File: config.mk
export PLATFORM = sky130hd
export DESIGN_NAME = rr_priority_encoder
export DESIGN_NICKNAME = d
export VERILOG_FILES = /design/src/rtl/rr_priority_encoder_pkg.sv /design/src/rtl/rr_priority_encoder_select.sv /design/src/rtl/rr_priority_encoder.sv
export SDC_FILE = /design/constraint.sdc
export NUM_CORES = 1
export LEC_CHECK = 0
export CELL_PAD_IN_SITES_DETAIL_PLACEMENT = 0
export CELL_PAD_IN_SITES_GLOBAL_PLACEMENT = 1
export CORE_MARGIN = 1
export CORE_UTILIZATION = 40
export DETAILED_ROUTE_END_ITERATION = 12
export GPL_TIMING_DRIVEN = 1
export PLACE_DENSITY = 0.77
export SYNTH_ARGS = -nofsm -noshare
export SYNTH_HDL_FRONTEND = slang
export SYNTH_SLANG_ARGS = --single-unit
File: constraint.sdc
create_clock -name i_clk -period 18.7 [get_ports i_clk]
set_input_delay 1.87 -clock i_clk [delete_from_list [all_inputs] [get_ports i_clk]]
set_output_delay 1.87 -clock i_clk [all_outputs]
set_load 0.02 [all_outputs]
File: src/rtl/rr_priority_encoder_pkg.sv
// Shared constants, FSM state type and index/one-hot conversion helpers
// for the round-robin priority encoder.
package rr_priority_encoder_pkg;

    localparam int N_P     = 16;
    localparam int IDX_W_P = 4;

    typedef enum logic {
        IDLE = 1'b0,
        HOLD = 1'b1
    } state_t;

    // Same mapping as the 4-to-16 decoder; used to build the grant clear mask.
    function automatic logic [N_P-1:0] bin2onehot(input logic [IDX_W_P-1:0] b);
        bin2onehot    = '0;
        bin2onehot[b] = 1'b1;
    endfunction

    function automatic logic [IDX_W_P-1:0] onehot2bin(input logic [N_P-1:0] oh);
        onehot2bin = '0;
        for (int i = 0; i < N_P; i++) begin
            if (oh[i]) begin
                onehot2bin = onehot2bin | IDX_W_P'(i);
            end
        end
    endfunction

endpackage

File: src/rtl/rr_priority_encoder_select.sv
// Combinational round-robin pick: rotate PEND down by PTR, isolate the lowest
// set bit, convert to binary and rotate the index back up by PTR.
module rr_priority_encoder_select
    import rr_priority_encoder_pkg::*;
(
    input  logic [N_P-1:0]     i_pend,
    input  logic [IDX_W_P-1:0] i_ptr,
    output logic [IDX_W_P-1:0] o_sel,
    output logic               o_any
);

    logic [2*N_P-1:0]   w_dbl;
    logic [N_P-1:0]     w_rot;
    logic [N_P-1:0]     w_first;
    logic [IDX_W_P-1:0] w_rot_idx;

    assign w_dbl     = {i_pend, i_pend} >> i_ptr;
    assign w_rot     = w_dbl[N_P-1:0];
    // Two's-complement trick keeps only the lowest set bit.
    assign w_first   = w_rot & (~w_rot + N_P'(1));
    assign w_rot_idx = onehot2bin(w_first);
    assign o_sel     = w_rot_idx + i_ptr;
    assign o_any     = |i_pend;

endmodule

File: src/rtl/rr_priority_encoder.sv
// Collects request pulses into a pending register and hands them out one at a
// time as binary indices over a valid/ready handshake.
module rr_priority_encoder
    import rr_priority_encoder_pkg::*;
#(
    parameter int N     = N_P,
    parameter int IDX_W = IDX_W_P,
    parameter int RR_EN = 1
) (
    input  logic             i_clk,
    input  logic             i_rst,
    input  logic [N-1:0]     i_in,
    input  logic             i_out_ready,
    output logic             o_out_valid,
    output logic [IDX_W-1:0] o_out,
    output logic [N-1:0]     o_pend,
    output logic             o_empty,
    output logic [7:0]       o_coal_cnt
);

    state_t           r_state;
    state_t           w_state_next;
    logic [N-1:0]     r_pend;
    logic [IDX_W-1:0] r_ptr;
    logic [IDX_W-1:0] r_out;
    logic [7:0]       r_coal;

    logic [IDX_W-1:0] w_ptr_eff;
    logic [IDX_W-1:0] w_sel;
    logic             w_any;
    logic             w_load;
    logic [N-1:0]     w_clr;
    logic [N-1:0]     w_dup;
    logic [4:0]       w_dup_cnt;
    logic [8:0]       w_coal_sum;
    logic [7:0]       w_coal_next;

    // Fixed priority is just round-robin with the scan always starting at bit 0.
    assign w_ptr_eff = (RR_EN != 0) ? r_ptr : '0;

    rr_priority_encoder_select u_select (
        .i_pend (r_pend),
        .i_ptr  (w_ptr_eff),
        .o_sel  (w_sel),
        .o_any  (w_any)
    );

    always_comb begin
        w_state_next = r_state;
        w_load       = 1'b0;
        case (r_state)
            IDLE: begin
                if (w_any) begin
                    w_load       = 1'b1;
                    w_state_next = HOLD;
                end
            end
            HOLD: begin
                if (i_out_ready) begin
                    if (w_any) begin
                        w_load = 1'b1;
                    end else begin
                        w_state_next = IDLE;
                    end
                end
            end
            default: w_state_next = IDLE;
        endcase
    end

    assign w_clr = w_load ? bin2onehot(w_sel) : '0;
    // A re-request on the grant edge is not a coalesce: that bit is being cleared.
    assign w_dup = i_in & r_pend & ~w_clr;

    always_comb begin
        w_dup_cnt = '0;
        for (int i = 0; i < N; i++) begin
            w_dup_cnt = w_dup_cnt + 5'(w_dup[i]);
        end
    end

    assign w_coal_sum  = {1'b0, r_coal} + 9'(w_dup_cnt);
    assign w_coal_next = w_coal_sum[8] ? 8'hFF : w_coal_sum[7:0];

    always_ff @(posedge i_clk or posedge i_rst) begin
        if (i_rst) begin
            r_state <= IDLE;
            r_pend  <= '0;
            r_ptr   <= '0;
            r_out   <= '0;
            r_coal  <= '0;
        end else begin
            r_state <= w_state_next;
            r_pend  <= (r_pend & ~w_clr) | i_in;
            r_coal  <= w_coal_next;
            if (w_load) begin
                r_out <= w_sel;
                r_ptr <= w_sel + IDX_W'(1);
            end
        end
    end

    assign o_out_valid = (r_state == HOLD);
    assign o_out       = r_out;
    assign o_pend      = r_pend;
    assign o_empty     = (r_pend == '0) && (r_state == IDLE);
    assign o_coal_cnt  = r_coal;

endmodule

==> results.yml <==
critical_path:
  worst_ep_arrival_time_ps: 9470
  worstReg2RegStart: "r_ptr[0]$_DFFE_PP0P_"
  worstPathMaxFanout: 18
  most_prevalent_standard_cell_on_the_critical_path: "sky130_fd_sc_hd__fa_1"
  worst_setup_path_start_kind: "register"
  reg2reg_slack_ps: 9390
  worstPathRequired_ps: 18860
  cp_slowest_cell: "sky130_fd_sc_hd__dfrtp_1"
  worst-setup-path-type: "register to register"
  endpoint_of_the_worst_slack_reg_to_reg_timing_path: "o_coal_cnt[4]$_DFF_PP0_"
  rr_worst_depth: 28
  critPathCaptureType: "register"
  slowest_delay_ps: 870
timing:
  worst_slew_pin_slew_ps: 1060
  setup_viol_count_final: 0
  finClkSkew_ps: 6.56
  final.setup.tns_ps: 0
  grt_setup_unrepaired: "no"
  final_max_slew_viol_count: 0
  fmax_mhz: 107
  maxSlewHeadroom: 0.296
  final-hold-violation-count: 0
  finalCritPeriodShare: 0.498
  final_period_minus_worst_setup_slack_ps: 9310
yosys:
  synth_cell_types: 53
  post_synth_instance_area_sq_um: 3310
  mappedNetlistNets: 369
  synth_cells: 322
  synthesis.yosys.warnings: 0
  count_of_flip_flops_with_a_built_in_enable_after_synthesis: 0
  average_size_of_a_mapped_cell_sq_um: 10.3
  synth-async-reset-ratio: 1.00
  ys_ff_latch: 33
  ys_seq_area_frac: 0.249
  dominantRegCellSynth: "sky130_fd_sc_hd__dfrtp_1"
clock_tree:
  h-tree-depth: 2
  clock_pin_slew_on_the_worst_setup_and_hold_paths_ps: 70
  cts_tree: "built"
  clkLatencyLatePin_ps: 280
  cts_hold_repair.buffers: 0
  max-clock-path-buffers: 2
  tritoncts_num_sinks: 33
  cts-root-buf: "sky130_fd_sc_hd__clkbuf_8"
  numCtsBuffers: 5
  ctsResizeCount: 0
  cts_setup_buffers: 0
grt:
  grt.overflow.total: 0
  number_of_antenna_violations_at_the_first_check_in_global_routing: 0
  maximum_number_of_pins_on_one_net_before_global_route_repair: 34
  wire_length_of_the_first_global_routing_pass_um: 14300
  track_usage: 0.214
  grt_pass1_vias: 2628
place:
  hpwl_um: 6720
  gpl.final_weighted_congestion: 0.832
  io_buffers: 48
drt:
  drc_violation_count_after_routing: 0
  detail_route.vias_per_cell: 5.75
  wire_per_inst_um: 18.2
  wl_um: 8540
  antenna_left: 0
  drt_pass1_iterations: 5
  number_of_violations_reported_at_the_end_of_detailed_routing_iteration_0: 126
  dr_total_vias: 2699
worst_hold_path:
  hp-class: "register to register"
  holdPathStages: 2
  critical_hold_path_startpoint: "o_out[2]$_DFFE_PP0P_"
  hold-path-endpoint: "o_out[2]$_DFFE_PP0P_"
cells_and_area:
  drive_above_1_share: 0.147
  diodes: 0
  finalNetCount: 413
  area_growth_syn_to_layout_pct: 18.5
die:
  core-area_sq_um: 7850
  io_pins: 49
  floorplan.initialDensity: 0.422
  die_width_um: 93.0
  num_rows: 32
  floorplan_die_area_sq_um: 8640
  die_h_um: 93.0
run_status:
  status: "finished, final reports clean"
run:
  drv_cap: 0
[worst max-delay path: cells and delay by family, from the launching register on]
| kind | cells | cell delay [ps] |
|---|---|---|
| fa+ha+maj | 7 | 3210 |
| compound gates | 9 | 1600 |
| simple gates | 5 | 1200 |
| xor+xnor | 2 | 1160 |
| mux | 2 | 940 |
| flops | 1 | 870 |
| buf+inv | 3 | 170 |
[cell usage after synthesis (4+ instances only)]
cell | number | area share
sky130_fd_sc_hd__dfrtp_1 | 33 | 0.25
sky130_fd_sc_hd__nor2_1 | 28 | 0.032
sky130_fd_sc_hd__nand2_1 | 24 | 0.027
sky130_fd_sc_hd__inv_1 | 23 | 0.026
sky130_fd_sc_hd__a21oi_1 | 22 | 0.033
sky130_fd_sc_hd__mux2i_1 | 18 | 0.054
sky130_fd_sc_hd__nor3b_1 | 17 | 0.039
sky130_fd_sc_hd__ha_1 | 15 | 0.057
sky130_fd_sc_hd__mux4_2 | 14 | 0.095
sky130_fd_sc_hd__fa_1 | 13 | 0.079
sky130_fd_sc_hd__mux2_2 | 10 | 0.034
sky130_fd_sc_hd__a21oi_2 | 9 | 0.024
sky130_fd_sc_hd__o211ai_1 | 9 | 0.020
sky130_fd_sc_hd__o21ai_0 | 7 | 0.011
sky130_fd_sc_hd__a31oi_1 | 5 | 0.0094
sky130_fd_sc_hd__buf_6 | 5 | 0.017
sky130_fd_sc_hd__nand2b_1 | 5 | 0.0094
sky130_fd_sc_hd__and3_1 | 4 | 0.0076
sky130_fd_sc_hd__mux4_1 | 4 | 0.032
sky130_fd_sc_hd__nand3_1 | 4 | 0.0060
sky130_fd_sc_hd__nand4_1 | 4 | 0.0076
sky130_fd_sc_hd__nor4_1 | 4 | 0.0076
sky130_fd_sc_hd__o211a_1 | 4 | 0.012
[worst max-delay path by stage]
stage | start | end | slack (ps) | cells after the start
6_report | r_ptr[0]$_DFFE_PP0P_ | o_coal_cnt[4]$_DFF_PP0_ | 9390 | 28
5_1_grt | r_ptr[0]$_DFFE_PP0P_ | o_coal_cnt[4]$_DFF_PP0_ | 8780 | 28
4_1_cts | r_ptr[0]$_DFFE_PP0P_ | o_coal_cnt[4]$_DFF_PP0_ | 9350 | 28
3_5_place_dp | r_ptr[0]$_DFFE_PP0P_ | o_coal_cnt[4]$_DFF_PP0_ | 9370 | 28
3_3_place_gp | r_ptr[0]$_DFFE_PP0P_ | o_coal_cnt[4]$_DFF_PP0_ | 9470 | 28
2_1_floorplan | r_ptr[2]$_DFFE_PP0P_ | o_coal_cnt[4]$_DFF_PP0_ | 10770 | 28
[per-layer routing]
layer / global-route usage / wire length, um / vias up
met2: 0.341 / 3960 / 91
met4: 0.0372 / 35 / 0
met3: 0.0350 / 472 / 4
li1: - / - / 1274
met1: 0.311 / 4070 / 1330
met5: 0 / 0 / -
[cell families after synthesis]
group | Yosys count | synth area share
AO/OA/AOI/OAI | 69 | 0.155
XOR/XNOR | 9 | 0.0325
AND/OR/NAND/NOR | 101 | 0.160
multiplexers | 46 | 0.215
buffers and inverters | 36 | 0.0529
flip-flops | 33 | 0.249
adder cells (fa/ha/maj) | 28 | 0.135
[registers in the layout (all words and copies together), names as in the netlist]
signal	count
o_pend	16
o_coal_cnt	8
o_out	4
r_ptr	4
o_out_valid	1
[placed cells by master, fill, tap and decap left out, types with 2 or more instances in the layout]
cell type	n
sky130_fd_sc_hd__nand4_1	4
sky130_fd_sc_hd__mux2i_1	18
sky130_fd_sc_hd__clkinv_2	2
sky130_fd_sc_hd__o211ai_1	9
sky130_fd_sc_hd__nand2b_1	5
sky130_fd_sc_hd__mux4_1	4
sky130_fd_sc_hd__ha_1	15
sky130_fd_sc_hd__or2_2	3
sky130_fd_sc_hd__xnor2_1	3
sky130_fd_sc_hd__nor2_1	28
sky130_fd_sc_hd__dfrtp_1	33
sky130_fd_sc_hd__a21oi_1	22
sky130_fd_sc_hd__fa_1	13
sky130_fd_sc_hd__o21ai_0	7
sky130_fd_sc_hd__and3_1	4
sky130_fd_sc_hd__o211a_1	4
sky130_fd_sc_hd__nor3b_1	17
sky130_fd_sc_hd__mux2_2	10
sky130_fd_sc_hd__mux4_2	14
sky130_fd_sc_hd__nand2_1	24
sky130_fd_sc_hd__nand3_1	4
sky130_fd_sc_hd__nor4_1	4
sky130_fd_sc_hd__a21oi_2	9
sky130_fd_sc_hd__clkbuf_8	5
sky130_fd_sc_hd__a31oi_1	5
sky130_fd_sc_hd__inv_1	23
sky130_fd_sc_hd__xor2_1	3
sky130_fd_sc_hd__clkdlybuf4s50_1	48
sky130_fd_sc_hd__a21o_1	2
[through the flow]
| stage | area, sq um | setup WS, ps | hold WS [ps] | cells | util |
|---|---|---|---|---|---|
| floorplan | 3310 | 10770 | 611 | 322 | - |
| global placement | 3840 | 9470 | 495 | 461 | 0.489 |
| detailed placement | 3840 | 9370 | 501 | 461 | 0.489 |
| CTS | 3920 | 9350 | 521 | 469 | 0.500 |
| global route | 3920 | 8780 | 545 | 469 | 0.500 |
| finish | 3920 | 9390 | 510 | 469 | 0.500 |
[cell type report]
type / count / area, sq um
fill: 788 / 3920
timing repair buffer: 49 / 488
inverter: 24 / 90.1
clock buffer: 6 / 72.6
sequential: 33 / 826
clock inverter: 2 / 10.0
tap: 102 / 128
multi-input combinational: 253 / 2310
Power is not shown: default switching activity piles up to over one toggle a cycle in this logic, so the estimate is an artifact.
